File: config.mk
export PLATFORM = sky130hd
export DESIGN_NAME = universal_reg
export DESIGN_NICKNAME = d
export VERILOG_FILES = /design/src/rtl/universal_reg.sv
export SDC_FILE = /design/constraint.sdc
export NUM_CORES = 1
export LEC_CHECK = 0
export ABC_AREA = 1
export BUFFER_PORTS_ARGS = -buffer_cell sky130_fd_sc_hd__buf_2
export CAP_MARGIN = 40
export CORE_ASPECT_RATIO = 1.2
export CORE_MARGIN = 2
export CORE_UTILIZATION = 35
export DETAILED_ROUTE_END_ITERATION = 12
export GPL_TIMING_DRIVEN = 0
export PLACE_DENSITY = 0.52
export SETUP_SLACK_MARGIN = 0.15
export SYNTH_ARGS = -nofsm -noshare
export SYNTH_HDL_FRONTEND = slang
export SYNTH_SLANG_ARGS = --single-unit
File: constraint.sdc
create_clock -name clk -period 2.01 [get_ports clk]
set_clock_uncertainty 0.05 [all_clocks]
set_input_delay 0.1005 -clock clk [delete_from_list [all_inputs] [get_ports clk]]
set_output_delay 0.1005 -clock clk [all_outputs]
set_load 0.05 [all_outputs]
File: src/rtl/universal_reg.sv
// rtl/universal_reg.sv - parameterised universal shift/rotate/count register
// Registers q, sout and ovf; every op decodes to a defined next state.
module universal_reg #(
  parameter int p_nbits = 8
) (
  input  logic               clk,
  input  logic               rst,
  input  logic               en,
  input  logic [2:0]         op,
  input  logic [p_nbits-1:0] d,
  input  logic               sin,
  output logic [p_nbits-1:0] q,
  output logic               sout,
  output logic               ovf
);

  typedef enum logic [2:0] {
    OP_HOLD = 3'd0,
    OP_LOAD = 3'd1,
    OP_SHL  = 3'd2,
    OP_SHR  = 3'd3,
    OP_ROTL = 3'd4,
    OP_ROTR = 3'd5,
    OP_INC  = 3'd6,
    OP_DEC  = 3'd7
  } op_t;

  logic [p_nbits-1:0] r_q;
  logic               r_sout;
  logic               r_ovf;

  logic [p_nbits-1:0] w_q_nxt;
  logic               w_sout_nxt;
  logic               w_ovf_nxt;
  logic               w_all_ones;
  logic               w_all_zero;

  assign w_all_ones = &r_q;
  assign w_all_zero = ~|r_q;

  // sout/ovf only change on the ops that own them; everything else retains.
  always_comb begin
    w_q_nxt    = r_q;
    w_sout_nxt = r_sout;
    w_ovf_nxt  = r_ovf;
    case (op_t'(op))
      OP_HOLD: ;
      OP_LOAD: w_q_nxt = d;
      OP_SHL: begin
        w_q_nxt    = {r_q[p_nbits-2:0], sin};
        w_sout_nxt = r_q[p_nbits-1];
      end
      OP_SHR: begin
        w_q_nxt    = {sin, r_q[p_nbits-1:1]};
        w_sout_nxt = r_q[0];
      end
      OP_ROTL: begin
        w_q_nxt    = {r_q[p_nbits-2:0], r_q[p_nbits-1]};
        w_sout_nxt = r_q[p_nbits-1];
      end
      OP_ROTR: begin
        w_q_nxt    = {r_q[0], r_q[p_nbits-1:1]};
        w_sout_nxt = r_q[0];
      end
      OP_INC: begin
        w_q_nxt   = r_q + 1'b1;
        w_ovf_nxt = w_all_ones;
      end
      OP_DEC: begin
        w_q_nxt   = r_q - 1'b1;
        w_ovf_nxt = w_all_zero;
      end
      default: ;
    endcase
  end

  always_ff @(posedge clk) begin
    if (rst) begin
      r_q    <= '0;
      r_sout <= 1'b0;
      r_ovf  <= 1'b0;
    end else if (en) begin
      r_q    <= w_q_nxt;
      r_sout <= w_sout_nxt;
      r_ovf  <= w_ovf_nxt;
    end
  end

  assign q    = r_q;
  assign sout = r_sout;
  assign ovf  = r_ovf;

endmodule
**Word-level counts from Yosys, hierarchy flattened**

Cells that the tools add are included.

- Input port bits: 15
- Word-level logic and storage cells: 26
- Output and inout port bits: 10
- Flip-flop bits (word level): 10

- Eq/ne operators: 7
- Reductions and logical operators: 11
- Add/subtract/negate cells: 2
- Multiplexer cells: 3

Operator list:

| operator | number |
|---|---|
| 8-bit case mux with 7 select lines | 1 |
| 3-bit equality test (second input constant) | 4 |
| 8-bit by 1-bit adder with 8-bit output (second input constant) | 1 |
| 8-bit AND reduction | 1 |
| 8-bit OR reduction | 1 |
| 8-bit by 1-bit subtractor with 8-bit output (second input constant) | 1 |
| 7-bit nonzero test | 1 |
| 3-bit by 2-bit equality test with 1-bit output (second input constant) | 2 |
| 2-bit AND reduction | 3 |
| 1-bit case mux with 2 select lines | 2 |
| 2-bit nonzero test | 2 |
| 2-bit OR reduction | 2 |
| 3-bit by 1-bit equality test with 1-bit output (second input constant) | 1 |
| 1-bit logical NOT | 1 |

**Depth between registers and ports, before layout**

- Depth in word-level cells: 4
- Gate-level depth with buffers: 15

**Worst setup path before layout**

No wires, ideal clock.

- Path type: register to register
- From: reg r_q[1] (netlist: q[1])
- To: reg r_q[6] (netlist: q[6])
- Setup slack: 35 ps
- Clock period less this slack: 1975 ps
- Arrival: 1793 ps
- Setup time: 132 ps
- Path buffers: 0
- Stages on the path, launching flop included: 13
- Cell sequence: dfxtp_1 -> nand4_1 -> nand2_1 -> inv_1 -> ha_1 -> inv_1 -> a21oi_2 -> nand3_1 -> nand3_1 -> nand3_1 -> nand2_1 -> nand2_1 -> a21oi_2

- Cells in the longest elaborated chain, start to end: 2

RTL lines:

| item | RTL line | source |
|---|---|---|
| start, declared | 28 | `logic [p_nbits-1:0] r_q;` |
| start signal, assigned | 83 | `r_q <= w_q_nxt;` |
| 8-bit by 1-bit subtractor with 8-bit output / 8-bit by 1-bit adder with 8-bit output (equally long branches) | 70, 66 |  |
| 8-bit case mux with 7 select lines (*) | 46 | `case (op_t'(op))` |

Every way passes the cells marked *; elsewhere a longest branch is shown, timed or not.
A chain may end at the register's enable or synchronous reset.

**Final worst setup path**

Ends and elaborated chain as after synthesis.

==> impl_metrics.toml <==
[global_routing]
antenna_found_initial = 0
first_global_vias = 1154
grt_usage_pct = 18.73
grt_first_pass_wirelength_mm = 5.009
grt_max_degree = 11
grt_overflow = 0

[die]
num_rows = 21
fp.dieH_um = 64.28
core_area_um2 = 2838
die_w_um = 54.23
die_area_um2 = 3486
num_io_pins = 25
start_util_pct = 37.35

[clock_network]
clock_path_buffers = 2
cts.sinks = 10
clk_pin_slew_ps = 60
h-tree-depth = 1
clk_latency_ps = 260
ctsHoldBuffers = 0
cts_tree = "done"
clockRootBuffer = "clkbuf_4"
cts_inserted_buffers = 3

[timing]
worst_pin_slew_ps = 472.1
relSlewSlack_pct = 68.19
fmax_mhz = 595.2
slew_violations = 0
setup_viol = 0
finalCritPeriodShare_pct = 83.59
period_needed_ps = 1680
finalSetupTns_ps = 0
rsz0062_at_grt = "false"
finalHoldViolations = 0
fin_ws_ps = 329.9

[finish]
areaGrowthSynthToFinish_pct = 19.01
diodes = 0
finalNonFillerCells = 242
post-route-util_pct = 44.44
drive_above_1_share_pct = 22.60
layout.nets = 228

[synthesis]
synth_top_area_share_pct = 20.90
yosysWarnings = 0
synth_compound_area_share_pct = 24.56
synthMuxAreaShare_pct = 0
synthArstFlopShare_pct = 0
syn-num-nets = 199
netlist_area_um2 = 1060
synth_xor_xnor_area_share_pct = 0
yosysMostFrequentCell = "nand2_1"
synth_enable_flop_cells = 0
yosys.area_share.simple_pct = 41.44
ys_ff_latch = 10
ys_seq_area_share_pct = 18.89
avgSynthCellArea_um2 = 5.855
syn_inst = 181
ys_top_cells_by_area = "nand2_1 (21%), dfxtp_1 (19%), inv_1 (8.1%)"
synthFlopType = "dfxtp_1"
synth_cell_type_count = 30
synthAdderAreaFrac_pct = 3.542
synth_top_family_by_area = "simple AND/OR/NAND/NOR gates"
yosysTopAreaCell = "nand2_1"
netlist_top_cells_count = "nand2_1 (59), inv_1 (23), nor2_1 (15)"

[pwr]
leakage_nw = 0.6311
ir_drop_mv = 0.3406
power_density_nw_per_um2 = 470.0

[worst_setup_path]
crit_required_ps = 2100
worst-setup-path-type = "flop to flop"
worstPathArrival_ps = 1770
startpoint_type = "flop"
crit_path_max_fanout = 5
rrSetupSlack_ps = 330
crit_path_end_kind = "flop"

[drt]
drc_errors = 0
routedWlPerCell_um = 12.14
viasPerCell = 5.140
vias = 1244
drt_first_pass_iters = 4
drtIter0Drc = 35
wirelength_mm = 2.938
detail-route-antenna-nets = 0

[place]
place_ws_ps = 204.1
io_buffer_count = 22
gp_congestion = 0.7945
hpwlAfterDp_mm = 2.326
dp.cells = 237

[flow_run]
drv_cap = 0

[min_path]
holdCritPathClass = "input port to flop"

[status]
run_status = "complete, no violations"
-- path summary, 6_finish.rpt --
path | end | cells after the start | start
max | q[6] | 13 | q[1]
min | q[0] | 3 | d[0]
max reg2reg | q[6] | 13 | q[1]
min reg2reg | sout | 2 | sout
-- where the power goes --
| group | total (mW) | switching, mW | internal, mW | leakage [nW] |
|---|---|---|---|---|
| Combinational | 0.232 | 0.158 | 0.0736 | 0.535 |
| Clock | 0.133 | 0.0637 | 0.0689 | 0.0138 |
| Sequential | 0.228 | 0.0184 | 0.210 | 0.0826 |
| Total | 0.593 | 0.240 | 0.353 | 0.631 |
-- stage by stage --
stage,cell area [um^2],total power [mW],hold slack [ps]
finish,1261,0.5928,81.15
floorplan,1061,0.4001,238.1
CTS,1236,0.5955,79.80
global route,1261,0.6340,116.1
detailed placement,1214,0.4620,352.0
global placement,1214,0.4601,352.1
-- layout by cell type (no fill, tap or decap), drive strengths merged --
cell type,synthesis,layout
dfxtp,10,10
a22oi,1,1
ha,3,3
o221ai,1,1
clkinv,1,1
nor3,1,1
clkbuf,1,4
a22o,1,1
nand2,64,64
o211ai,1,1
inv,24,24
nor2,16,16
nor4,1,1
buf,4,28
o21bai,1,1
o32ai,1,1
a221oi,4,4
a21oi,18,18
a31oi,1,1
nand3,14,14
nand4,3,3
o21ai,9,9
o2111ai,1,1
-- kinds of logic after synthesis --
family          after synthesis
compound gates               39
fa+ha+maj                     3
simple gates                 99
buf+inv                      30
flops                        10
-- cell type report --
type / instances / area (um^2)
fillers: 327 / 1577
multi-input cells: 141 / 744.5
flip-flops and latches: 10 / 203.9
repair buffers: 24 / 125.1
inverters: 25 / 93.84
well taps: 34 / 42.54
plain buffers: 5 / 28.78
clock buffers: 3 / 22.52
-- critical path, stage by stage (launching register included) --
cell and delay, ps:
dfxtp_4 350, nand4_1 150, nand2_1 70, inv_1 50
ha_1 120, inv_1 60, a21oi_2 180, nand3_1 110
nand2_1 100, nand2_2 50, nand3_2 60, nand2_1 60
nand2_1 90, a21oi_2 50
-- sequential cells by signal (all words and copies together) (netlist names) --
signal / count
ovf: 1
q: 8
sout: 1
-- repair_timing --
action,4_1_cts,5_1_grt
resized for setup,0,3
setup endpoints to repair,0,3
buffers inserted,0,2
-- routing by layer --
| metal | vias up | routed length [um] | track usage, % |
|---|---|---|---|
| met1 | 552 | 1352 | 25.21 |
| met3 | 6 | 128 | 1.402 |
| met2 | 31 | 1398 | 30.12 |
| li1 | 655 | - | - |
| met4 | 0 | 58 | 7.187 |
| met5 | - | 0 | 0 |
Note: power is estimated with default switching activity, not from simulation.
